==> config.mk <==
export PLATFORM = sky130hd
export DESIGN_NAME = pass_entry_buf
export DESIGN_NICKNAME = d
export VERILOG_FILES = /design/src/rtl/pass_pkg.sv /design/src/rtl/pass_entry_buf_key_rise.sv /design/src/rtl/pass_entry_buf.sv
export SDC_FILE = /design/constraint.sdc
export NUM_CORES = 1
export LEC_CHECK = 0
export CORE_AREA = 2 2 79 81
export CTS_CLUSTER_DIAMETER = 100
export CTS_CLUSTER_SIZE = 28
export DETAILED_ROUTE_END_ITERATION = 10
export DIE_AREA = 0 0 81 83
export PLACE_DENSITY = 0.56
export SYNTH_ARGS = -nofsm -noshare
export SYNTH_HDL_FRONTEND = slang
export SYNTH_SLANG_ARGS = --single-unit
==> constraint.sdc <==
create_clock -name clk -period 2.9 [get_ports clk]
set_input_delay 0.29 -clock clk [delete_from_list [all_inputs] [get_ports clk]]
set_output_delay 0.29 -clock clk [all_outputs]
set_load 0.01 [all_outputs]
==> src/rtl/pass_pkg.sv <==
// Shared types and helpers for the password-lock digit entry path.
package pass_pkg;

  localparam int DIGITS_DEF = 4;
  localparam int DW_DEF     = 4;

  // Entry buffer control states: normal operation or stepped clear.
  typedef enum logic {
    ST_IDLE     = 1'b0,
    ST_CLEARING = 1'b1
  } pe_state_t;

  // Width of a counter that must hold 0..digits inclusive.
  function automatic int cnt_w(input int digits);
    return $clog2(digits + 1);
  endfunction

endpackage

==> src/rtl/pass_entry_buf_key_rise.sv <==
// Rising-edge detector for keypad level signals; one pulse per high period.
module key_rise (
  input  logic rst,
  input  logic clk,
  input  logic lvl,
  output logic pulse
);

  logic lvl_q;

  // Remember last cycle's level so a held key yields a single pulse.
  always_ff @(posedge clk or negedge rst) begin
    if (!rst) lvl_q <= 1'b0;
    else      lvl_q <= lvl;
  end

  assign pulse = lvl & ~lvl_q;

endmodule

==> src/rtl/pass_entry_buf.sv <==
// Digit-entry buffer for the password lock: collects keypad digits with
// backspace, clear (single-cycle or stepped) and commit to the password.
module pass_entry_buf
  import pass_pkg::*;
#(
  parameter int DIGITS     = DIGITS_DEF,
  parameter int DW         = DW_DEF,
  parameter int CLEAR_STEP = 1
) (
  input  logic                      clk,
  input  logic                      rst,
  input  logic                      key_en,
  input  logic [DW-1:0]             key_val,
  input  logic                      bksp,
  input  logic                      clear,
  input  logic                      commit,
  output logic [DIGITS*DW-1:0]      entry,
  output logic [DIGITS*DW-1:0]      password,
  output logic [cnt_w(DIGITS)-1:0]  count,
  output logic                      full,
  output logic                      busy,
  output logic                      commit_ok,
  output logic                      err,
  output logic                      dbg_state
);

  localparam int CW = cnt_w(DIGITS);
  localparam logic [CW-1:0] ONE = CW'(1);
  localparam logic [CW-1:0] MAX = CW'(DIGITS);

  pe_state_t              state, state_n;
  logic [DIGITS*DW-1:0]   entry_n, password_n;
  logic [CW-1:0]          count_n;
  logic                   commit_ok_n, err_n;
  logic                   press;

  key_rise u_key_rise (
    .rst   (rst),
    .clk   (clk),
    .lvl   (key_en),
    .pulse (press)
  );

  // Register FSM state, the entry shift register and all pulse outputs.
  always_ff @(posedge clk or negedge rst) begin
    if (!rst) begin
      state     <= ST_IDLE;
      entry     <= '0;
      count     <= '0;
      password  <= '0;
      commit_ok <= 1'b0;
      err       <= 1'b0;
    end else begin
      state     <= state_n;
      entry     <= entry_n;
      count     <= count_n;
      password  <= password_n;
      commit_ok <= commit_ok_n;
      err       <= err_n;
    end
  end

  // Next-state and action decode; one action per cycle, clear > commit > bksp > press.
  always_comb begin
    state_n     = state;
    entry_n     = entry;
    count_n     = count;
    password_n  = password;
    commit_ok_n = 1'b0;
    err_n       = 1'b0;
    case (state)
      ST_IDLE: begin
        if (clear) begin
          if (CLEAR_STEP == 0) begin
            entry_n = '0;
            count_n = '0;
          end else if (count != '0) begin
            state_n = ST_CLEARING;
          end
        end else if (commit) begin
          if (count == MAX) begin
            password_n  = entry;
            entry_n     = '0;
            count_n     = '0;
            commit_ok_n = 1'b1;
          end else begin
            err_n = 1'b1;
          end
        end else if (bksp) begin
          if (count != '0) begin
            entry_n = entry >> DW;
            count_n = count - ONE;
          end else begin
            err_n = 1'b1;
          end
        end else if (press) begin
          if (count != MAX) begin
            entry_n = {entry[(DIGITS-1)*DW-1:0], key_val};
            count_n = count + ONE;
          end else begin
            err_n = 1'b1;
          end
        end
      end
      ST_CLEARING: begin
        // Drop the newest digit each cycle; leave when the last one goes.
        entry_n = entry >> DW;
        if (count != '0) count_n = count - ONE;
        if (count <= ONE) state_n = ST_IDLE;
      end
      default: state_n = ST_IDLE;
    endcase
  end

  assign full      = (count == MAX);
  assign busy      = (state == ST_CLEARING);
  assign dbg_state = state;

endmodule

---- Word level (Yosys, flattened, before mapping) ----
Cells that the tools add are included.
word-level totals
  output and inout bits ................... 40
  bits in registers ....................... 39
cells by class
  bitwise gates (word level) .............. 4
  reductions and logical operators ........ 4
  $add $sub $neg .......................... 2
  magnitude comparators ................... 1
  equality and inequality tests ........... 7
  muxes and demuxes ....................... 32
operator list
  cell                                                             count
  two-way mux 16 bit                                               7
  one-hot mux 16 bit (2 select lines)                              1
  two-way mux 3 bit                                                7
  two-way mux 1 bit                                                15
  inequality test 4 bit (second input constant)                    3
  AND reduction 4 bit                                              2
  inequality test 3 bit (second input constant)                    2
  one-hot mux 3 bit (2 select lines)                               1
  AND reduction 5 bit                                              1
  adder 3 x 1 -> 3 bit (second input constant)                     1
  == test 3 bit (second input constant)                            1
  less-or-equal comparator 3 x 1 -> 1 bit (second input constant)  1
  NOT 1 bit                                                        3
  nonzero test 3 bit                                               1
  subtractor 3 x 1 -> 3 bit (second input constant)                1
  inequality test 2 bit (second input constant)                    1
  one-hot mux 1 bit (2 select lines)                               1
  bitwise AND 1 bit                                                1

---- Depth between registers and ports, before layout ----
Gate-level depths: netlist of run 1.
  depth after elaboration ................. 7
  depth in mapped cells ................... 8
  gate-level depth less buffers ........... 6

---- Cells and area by module ----
From an unflattened synthesis of run 1, not the netlist that was laid out.
unflattened totals
  cell total of the unflattened synthesis .. 174
  area total of the unflattened synthesis .. 1,978.1 µm²
modules (own cells, without submodules)
  module          area each (µm²)  cells an instance  instances
  pass_entry_buf  1,939.4          172                1
  key_rise        38.8             2                  1

---- Worst setup path before layout of run 1 ----
No wires, ideal clock.
  path type ............................... register to register
  start ................................... register count[0]
  end ..................................... register entry[1]
  slack ................................... 0.621 ns
  period minus slack after synthesis ...... 2.279 ns
  arrival time ............................ 2.154 ns
  cell stages (with the launch flop) ...... 9
  path buffers ............................ 2
  setup time .............................. 0.125 ns
  cells stage by stage .................... dfrtp_1 inv_1 ha_1 and2_4 buf_6 or3_4 a21oi_4 buf_12 mux2_4
on the way
  longest elaborated chain between the ends .. 3
  elaborated cells on any way between the ends .. 7
RTL lines
  element                          RTL line              RTL
  from (decl)                      pass_entry_buf.sv:19  output logic [cnt_w(DIGITS)-1:0] count,
  from (signal assigned)           pass_entry_buf.sv:56  count <= count_n;
  == test 3 bit                    n/a
  via full                         pass_entry_buf.sv:20  output logic full,
  inequality test 3 bit (no line)  n/a
  AND reduction 5 bit (no line)    n/a
  to (signal assigned)             pass_entry_buf.sv:55  entry <= entry_n;
  to (decl)                        pass_entry_buf.sv:17  output logic [DIGITS*DW-1:0] entry,
The timed path passes the listed nets, and every way through them passes these cells.
A chain may end at the register's enable or synchronous reset.

---- Worst setup path after layout of run 1 ----
  start ................................... register count[0]
  end ..................................... register entry[8]
on the way
  longest elaborated chain between the ends .. 3
  elaborated cells on any way between the ends .. 7
RTL lines
  element                                                                   RTL line              RTL
  inequality test 3 bit (tied with other cells)                             pass_entry_buf.sv:97  if (count != MAX) begin
  inequality test 4 bit (no line) or inequality test 3 bit (tied branches)  n/a
  AND reduction 5 bit (no line) *                                           n/a
Every way passes the cells marked *; elsewhere a longest branch is shown, timed or not.

==> metrics, run 1 <==
Post-Synth Simple-Gate Area 0.0870; Routed Antenna Nets 0; Hold Fails Final Rpt 0; vias in the first global route approximately 1500; Top FF cell, synth dfrtp_1; EDFF count, synth 0; # H-tree levels 2; Clock Latency Late Sink 0.29 ns; period utilization 0.837; Sw Ratio 0.347; non-filler cells in the finished layout 303; Site Rows 28; initial antenna violation count 0; Worst setup EP type flip-flop; TritonCTS buffer count 5; Post-Synth Adder-Cell Area 0.0254; most common cell after layout, fill and taps aside clkdlybuf4s50_1; Yosys cell types 44; Worst-path clk slew 0.08 ns; synth-to-layout area growth 33.5%; DR iter-0 viols 70; first-pass GRT wire length 7700 um; Starting Density 0.339; Async SR Flop Fraction 1.00; RSZ-0062 raised after global routing no; Port Buf Inserts 49; diode count 0; Clock power frac 0.240; crit-path max cell delay 0.52 ns; Synth warnings 0; P per Cell Area 725 mW/mm2; die width 81 um; Setup Viol. Count Final 0; setup TNS 0 ns; status finished clean; FMAX 412 MHz; Util after Layout 0.452; Seq cells post-synth 39; CP max stage cell a21oi_4; GRT overflow 0; post-synthesis xor/xnor area fraction 0; CTS Buffer Depth 2; CP required 3.08 ns; WL final 4600 um; max-slew violations 0; mux share of post-synthesis cell area 0.142; IO Pins 50; CTS tree yes; syn_area_per_cell 11.1 um2; sequential power share 0.361; Worst Max-Slew Pin Slew around 0.87 ns; register area share after synthesis 0.496; Avg WL per Cell 15.2 um; Cells after Synth 177; First-pass DRT Iterations 4; Peak VDD IR 331 uV; crit-path cells inv_1, ha_1, and2_4, or3_4, a21oi_4, mux2_1; Fillers around 570; die height 83 um; largest family of logic cells by synthesized area compound AO/OA/AOI/OAI gates; Max-Cap Viols 0; P_int around 0.0012 W; Clock Sinks 39; Post-CTS Resized 0; part of the power in combinational logic 0.399; placed insts 295; hold_buf cts 0; Root Driver clkbuf_8; crit path time final approximately 2.4 ns; crit path kind flip-flop to flip-flop; Fin Clk Skew 0.00792 ns; Final Power 0.00191 W; Synth Area in Compound Gates 0.187; Switch Pwr 0.000661 W; GP Congestion 0.761; vias roughly 1500; Mapped Area 0.00197 mm2; HP Class input pin to async pin; Slew HR 0.418; # DRC 0; fraction of layout cells with a size suffix above 1 0.162; post-CTS setup buffers 0; syn nets 191; largest net degree at the start of global routing 40; crit start category flip-flop; Core Footprint about 0.0058 mm2; Post-DP HPWL 3220 um; Die Area 0.00672 mm2; commonest non-fill, non-tap cells in the layout clkdlybuf4s50_1, dfrtp_1, o21ai_0; Layout Nets 241; Lkg Pwr 1.14 nW; WP data arrival 2.61 ns; vias per cell a little under 5; CP Max Fanout 16; Total GRT Usage 0.147
final cells by class:
type / instances / area, um2 / area share
Sequential cell: 39 / 976 / 0.371
Multi-Input combinational cell: 114 / 871 / 0.331
Timing Repair Buffer: 55 / 531 / 0.202
Tap cell: 75 / 93.8 / 0.0357
Clock buffer: 5 / 68.8 / 0.0262
Inverter: 12 / 45.0 / 0.0171
Clock inverter: 3 / 43.8 / 0.0167
cells by family after synthesis:
group / Yosys count
adder cells (fa/ha/maj): 4
AO/OA/AOI/OAI: 53
AND/OR/NAND/NOR: 34
multiplexers: 23
flip-flops: 39
buffers and inverters: 24
critical path, delay by kind of cell, from the launching register on:
kind	cells	cell delay, ns
AO/OA/AOI/OAI	1	0.52
adder cells (fa/ha/maj)	1	0.28
AND/OR/NAND/NOR	2	0.57
multiplexers	1	0.38
buffers and inverters	1	0.10
flip-flops	1	0.46
cell usage after synthesis, types with 2 or more instances:
cell       number  area share
dfrtp_1        39        0.50
o21ai_0        15       0.038
nand2_1        13       0.025
a22oi_1        11       0.042
inv_1          11       0.021
mux2_2         10       0.057
mux2_1          6       0.034
mux2_4          6       0.046
nor2_1          6       0.011
o22ai_1         6       0.019
clkbuf_1        5      0.0095
o2bb2ai_1       5       0.022
ha_1            4       0.025
a21oi_1         3      0.0076
buf_2           3      0.0076
nand2b_1        3      0.0095
nor2b_1         3      0.0095
a31oi_1         2      0.0064
power groups by stage:
stage / combinational, W / sequential (W) / clock (W)
5_1_grt: 0.000834 / 0.000702 / 0.000494
2_1_floorplan: 0.000483 / 0.000721 / 0
3_5_place_dp: 0.000762 / 0.000700 / 0
3_3_place_gp: 0.000765 / 0.000698 / 0
4_1_cts: 0.000767 / 0.000690 / 0.000475
6_report: 0.000761 / 0.000688 / 0.000456
metal layers:
metal	share of wire	track usage	vias to the layer above
met5	0	0	-
met2	0.45	0.211	42
li1	-	-	727
met4	0.017	0.0539	0
met1	0.49	0.211	724
met3	0.046	0.0380	8
sequential cells by signal, indices dropped and copies added (netlist names):
name              cells
password             16
count                 3
commit_ok             1
busy                  1
err                   1
entry                16
u_key_rise.lvl_q      1
final timing paths:
kind | from | end | slack (ns) | cells past startpoint
worst max-delay path | count[0]$_DFFE_PN0P_ | entry[8]$_DFFE_PN0P_ | 0.47 | 6
worst min-delay path | rst | password[2]$_DFFE_PN0P_ | 0.11 | 1
worst max register to register | count[0]$_DFFE_PN0P_ | entry[8]$_DFFE_PN0P_ | 0.47 | 6
worst min register to register | password[1]$_DFFE_PN0P_ | password[1]$_DFFE_PN0P_ | 0.48 | 2
max in group asynchronous | rst | count[2]$_DFFE_PN0P_ | 2.25 | 1
min in group clk | password[1]$_DFFE_PN0P_ | password[1]$_DFFE_PN0P_ | 0.48 | 2
through the flow:
step / area, um2 / setup slack [ns] / hold slack (ns)
6_report: 2630 / 0.473 / 0.112
5_1_grt: 2630 / 0.352 / 0.182
4_1_cts: 2630 / 0.474 / 0.147
3_5_place_dp: 2520 / 0.500 / 0.472
3_3_place_gp: 2520 / 0.542 / 0.460
2_1_floorplan: 1970 / 0.621 / -0.00559
Note: power is estimated with default switching activity, not from simulation.
==> run 2, diff against run 1 <==
==> constraint.sdc (replaced) <==
create_clock -name clk -period 2.4 [get_ports clk]
set_input_delay 0.24 -clock clk [delete_from_list [all_inputs] [get_ports clk]]
set_output_delay 0.24 -clock clk [all_outputs]
set_load 0.01 [all_outputs]
==> run 2 against run 1 <==
  * Clock skew shrank 0.00087 ns
  * First-iteration DRC count shrank 24%
  * Clock-buffer cell count grew 1
  * Highest routed layer unchanged
  * Final area is essentially flat
  * Largest cell class unchanged
==> metrics, run 2 (synthesis gave the netlist of run 1 again) <==
diode count 0; FF-to-FF Start count[1]$_DFFE_PN0P_; largest net degree at the start of global routing 40; Slew HR 0.419; vias in the first global route 1457; biggest regs entry: 16 flops, password: 16 flops, count: 3 flops; WL met3 between 150 and 200 um; CP Buf/Inv Count 1; Total GRT Usage 0.145; # DRC 0; die width 81 um; flop-to-flop setup slack 0.14 ns; commonest non-fill, non-tap cells in the layout clkdlybuf4s50_1, dfrtp_1, o21ai_0; crit-path leading delay family simple AND/OR/NAND/NOR gates; IO Pins 50; HP Class input pin to async pin; Worst-path clk slew 0.08 ns; Port Buf Inserts just under 50; first-pass GRT wire length 7600 um; Lkg Pwr 1.14 nW; Starting Density 0.339; DR iter-0 viols 53; FMAX 443 MHz; initial antenna violation count 0; First-pass DRT Iterations 4; Max-Cap Viols 0; Die Area just under 0.007 mm2; Routed met2 length 1980 um; WP data arrival ~2.4 ns; most common cell after layout, fill and taps aside clkdlybuf4s50_1; Clock Latency Late Sink 0.29 ns; placed insts 299; P per Cell Area 852 mW/mm2; Routed Antenna Nets 0; Worst setup EP type flip-flop; Worst Setup SP count[1]$_DFFE_PN0P_; WL final 4450 um; crit-path cells inv_1, ha_1, and2_4, or3_4, a21oi_4, mux2_1; die height between 80 and 90 um; post-CTS setup buffers 0; met1 wire length 2260 um; status finished clean; Site Rows 28; r2r worst-path depth 6; CP max stage cell a21oi_4; Setup Viol. Count Final 0; GRT overflow 0; Worst Max-Slew Pin Slew roughly 0.87 ns; Fin Clk Skew 0.00705 ns; crit-path max cell delay 0.52 ns; Peak VDD IR 423 uV; GP Congestion 0.769; period utilization 0.941; RSZ-0062 raised after global routing no; crit path kind flip-flop to flip-flop; setup TNS 0 ns; Layout Nets 245; Root Driver clkbuf_8; non-filler cells in the finished layout 307; crit start category flip-flop; TritonCTS buffer count 5; CP Max Fanout 16; Post-DP HPWL 3200 um; CP required 2.57 ns; CTS tree yes; Final Power 0.00224 W; Worst path depth 6; Core Footprint 0.00582 mm2; hold_buf cts 0; Clock Sinks 39; Avg WL per Cell 14.5 um; Post-CTS Resized 0; Worst R2R End entry[11]$_DFFE_PN0P_; max-slew violations 0; # H-tree levels 2; vias per cell 4.85; vias 1490; fraction of layout cells with a size suffix above 1 0.172; crit path capture entry[11]$_DFFE_PN0P_; synth-to-layout area growth 33.6%; CTS Buffer Depth 2; Hold Fails Final Rpt 0; top sig layer met4; crit path time final 2.26 ns
==> run 2: worst min-delay path by stage <==
| stage | start | slack, ns | cells after the start | end |
|---|---|---|---|---|
| 2_1_floorplan | rst | -0.06 | 0 | busy$_DFF_PN0_ |
| 3_3_place_gp | rst | 0.42 | 1 | password[6]$_DFFE_PN0P_ |
| 3_5_place_dp | rst | 0.42 | 1 | commit_ok$_DFF_PN0_ |
| 4_1_cts | rst | 0.1 | 1 | commit_ok$_DFF_PN0_ |
| 5_1_grt | rst | 0.14 | 1 | commit_ok$_DFF_PN0_ |
| 6_report | rst | 0.06 | 1 | commit_ok$_DFF_PN0_ |
==> run 2: power breakdown <==
part	switching [W]	internal [W]
combinational	0.000498	0.000491
sequential	0.0000688	0.000749
clock	0.000231	0.000203
==> run 2: final cells by class <==
| cell class | instances | area [um2] |
|---|---|---|
| sequential | 39 | 976 |
| fill | 585 | 3180 |
| timing repair buffer | 59 | 561 |
| clock buffer | 6 | 72.6 |
| tap | 75 | 93.8 |
| multi-input combinational | 114 | 871 |
| inverter | 12 | 45.0 |
| clock inverter | 2 | 12.5 |
==> run 2: routing by layer <==
layer  global-route usage  up-vias
li1                     -      741
met1                0.212      707
met2                0.216       37
met3               0.0261        5
met4               0.0462        0
met5                    0        -
==> run 2: stage by stage <==
| stage | setup WS, ns | area [um2] | util | hold WS (ns) |
|---|---|---|---|---|
| 5_1_grt | 0.000435 | 2630 | 0.452 | 0.139 |
| 3_5_place_dp | 0.139 | 2550 | 0.438 | 0.415 |
| 2_1_floorplan | 0.121 | 1970 | - | -0.0556 |
| 4_1_cts | 0.135 | 2630 | 0.452 | 0.0990 |
| 3_3_place_gp | 0.161 | 2550 | 0.438 | 0.418 |
| 6_report | 0.143 | 2630 | 0.452 | 0.0625 |
==> run 3, diff against run 2 <==
--- a/config.mk
+++ b/config.mk
@@ -5,12 +5,13 @@
 export SDC_FILE = /design/constraint.sdc
 export NUM_CORES = 1
 export LEC_CHECK = 0
-export CORE_AREA = 2 2 79 81
+export CORE_AREA = 2 2 70 72
 export CTS_CLUSTER_DIAMETER = 100
 export CTS_CLUSTER_SIZE = 28
 export DETAILED_ROUTE_END_ITERATION = 10
-export DIE_AREA = 0 0 81 83
-export PLACE_DENSITY = 0.56
+export DIE_AREA = 0 0 72 74
+export PLACE_DENSITY = 0.7
+export REMOVE_ABC_BUFFERS = 1
 export SYNTH_ARGS = -nofsm -noshare
 export SYNTH_HDL_FRONTEND = slang
 export SYNTH_SLANG_ARGS = --single-unit
==> run 3 against run 2 <==
  * Register-to-register slack gained 0.09 ns
  * Worst setup slack gained 0.087 ns
  * Non-clock buffer count shrank 1
  * Routed wire length shrank 4.4%
  * Clock-buffer cell count is the same
  * Clock skew shrank 0.0033 ns
  * First-iteration DRC count grew 58%
  * Largest cell class unchanged
==> metrics, run 3 (synthesis gave the netlist of run 1 again) <==
Hold Fails Final Rpt 0; IO Pins 50; FMAX 461 MHz; synth-to-layout area growth 32.5%; Root Driver clkbuf_8; setup TNS 0 ns; vias per cell 5.26; vias 1499; WP data arrival between 2 and 2.5 ns; commonest non-fill, non-tap cells in the layout clkdlybuf4s50_1, dfrtp_1, o21ai_0; fraction of layout cells with a size suffix above 1 0.169; Slew HR 0.416; CP required 2.58 ns; Fillers 405; register area 976 um2; first-pass GRT wire length between 7000 and 8000 um; crit-path max cell delay 0.46 ns; Setup Viol. Count Final 0; Worst setup EP type flip-flop; HP Class input pin to async pin; die height roughly 74 um; diode count 0; Fin Clk Skew 0.00370 ns; CTS Buffer Depth 2; GRT overflow 0; Port Buf Inserts 49; First-pass DRT Iterations 4; # DRC 0; max-slew violations 0; biggest regs entry: 16 flops, password: 16 flops, count: 3 flops; Max-Cap Viols 0; CP Max Fanout 16; P per Cell Area roughly 860 mW/mm2; Worst Max-Slew Pin Slew 0.876 ns; WL final 4260 um; Worst-path clk slew 0.08 ns; RSZ-0062 raised after global routing no; Routed Antenna Nets 0; vias in the first global route 1434; Layout Nets 244; period utilization 0.904; largest net degree at the start of global routing 40; Lkg Pwr between 1 and 1.5 nW; Post-Place Worst Slack about 0.25 ns; crit path time final 2.17 ns; Post-DP HPWL 3020 um; hold_buf cts 0; post-CTS setup buffers 0; die width between 70 and 80 um; Clock Latency Late Sink 0.29 ns; TritonCTS buffer count 5; status finished clean; GP Congestion approximately 0.9; crit path kind flip-flop to flip-flop; CTS tree yes; crit-path cells inv_1, ha_1, and2_4, or3_4, a21oi_4, buf_12, mux2_1; Clock Sinks 39; Core Footprint 0.00460 mm2; Starting Density 0.428; most common cell after layout, fill and taps aside clkdlybuf4s50_1; r2r worst-path depth 7; PnR worst setup slack about 0.23 ns; initial antenna violation count 0; crit start category flip-flop; CP max stage cell dfrtp_1; # H-tree levels 2; Final Power 0.00223 W; DR iter-0 viols 84; Util after Layout 0.568; Post-CTS Resized 0; Die Area 0.00533 mm2; Total GRT Usage 0.177; Site Rows 25; Avg WL per Cell 14.9 um; area of the multi-input gates 871 um2; Peak VDD IR 465 uV
-- run 3: cell types whose count changed in the layout (fill, tap and decap cells not counted), sizes merged --
cell  before  now
buf       11   10
-- run 3: layer usage --
| metal | GRT usage | part of all wire | up-vias | wire length (um) |
|---|---|---|---|---|
| met2 | 0.263 | 0.44 | 40 | 1880 |
| met5 | 0 | 0 | - | 0 |
| met4 | 0.0734 | 0.017 | 0 | 74 |
| met1 | 0.251 | 0.50 | 713 | 2120 |
| met3 | 0.0393 | 0.041 | 7 | 173 |
| li1 | - | - | 739 | - |
-- run 3: power by group --
part | internal (W) | total, W | leakage, nW | switching [W]
logic | 0.000487 | 0.000959 | 0.566 | 0.000473
registers | 0.000749 | 0.000836 | 0.534 | 0.0000869
clock network | 0.000203 | 0.000438 | 0.0412 | 0.000235
-- run 3: critical path: cells and delay by family (launching register included) --
family                   cells  cell delay, ns
multiplexers                 1            0.33
flip-flops                   1            0.46
buffers and inverters        2            0.26
adder cells (fa/ha/maj)      1            0.28
AO/OA/AOI/OAI                1            0.15
AND/OR/NAND/NOR              2            0.57
-- run 3: path summary, 6_finish.rpt --
path | from | end | slack (ns)
hold reg to reg | password[14]$_DFFE_PN0P_ | password[14]$_DFFE_PN0P_ | 0.48
setup / recovery | count[0]$_DFFE_PN0P_ | entry[0]$_DFFE_PN0P_ | 0.23
hold / removal | rst | count[1]$_DFFE_PN0P_ | 0.06
max in group asynchronous | rst | password[12]$_DFFE_PN0P_ | 1.79
setup reg to reg | count[0]$_DFFE_PN0P_ | entry[0]$_DFFE_PN0P_ | 0.23
min in group clk | key_en | u_key_rise.lvl_q$_DFF_PN0_ | 0.43
-- run 3: per-stage QoR --
step	hold slack, ns	cell area [um2]	std cells
2_1_floorplan	-0.0556	1890	165
3_3_place_gp	0.404	2520	277
3_5_place_dp	0.411	2520	277
4_1_cts	0.0874	2610	285
5_1_grt	0.124	2610	285
6_report	0.0590	2610	285
-- run 3: cell type report --
type | count | share of cell area
Sequential cell | 39 | 0.374
Multi-Input combinational cell | 114 | 0.334
Timing Repair Buffer | 58 | 0.217
Clock buffer | 6 | 0.0278
Tap cell | 54 | 0.0259
Inverter | 12 | 0.0173
Clock inverter | 2 | 0.00479
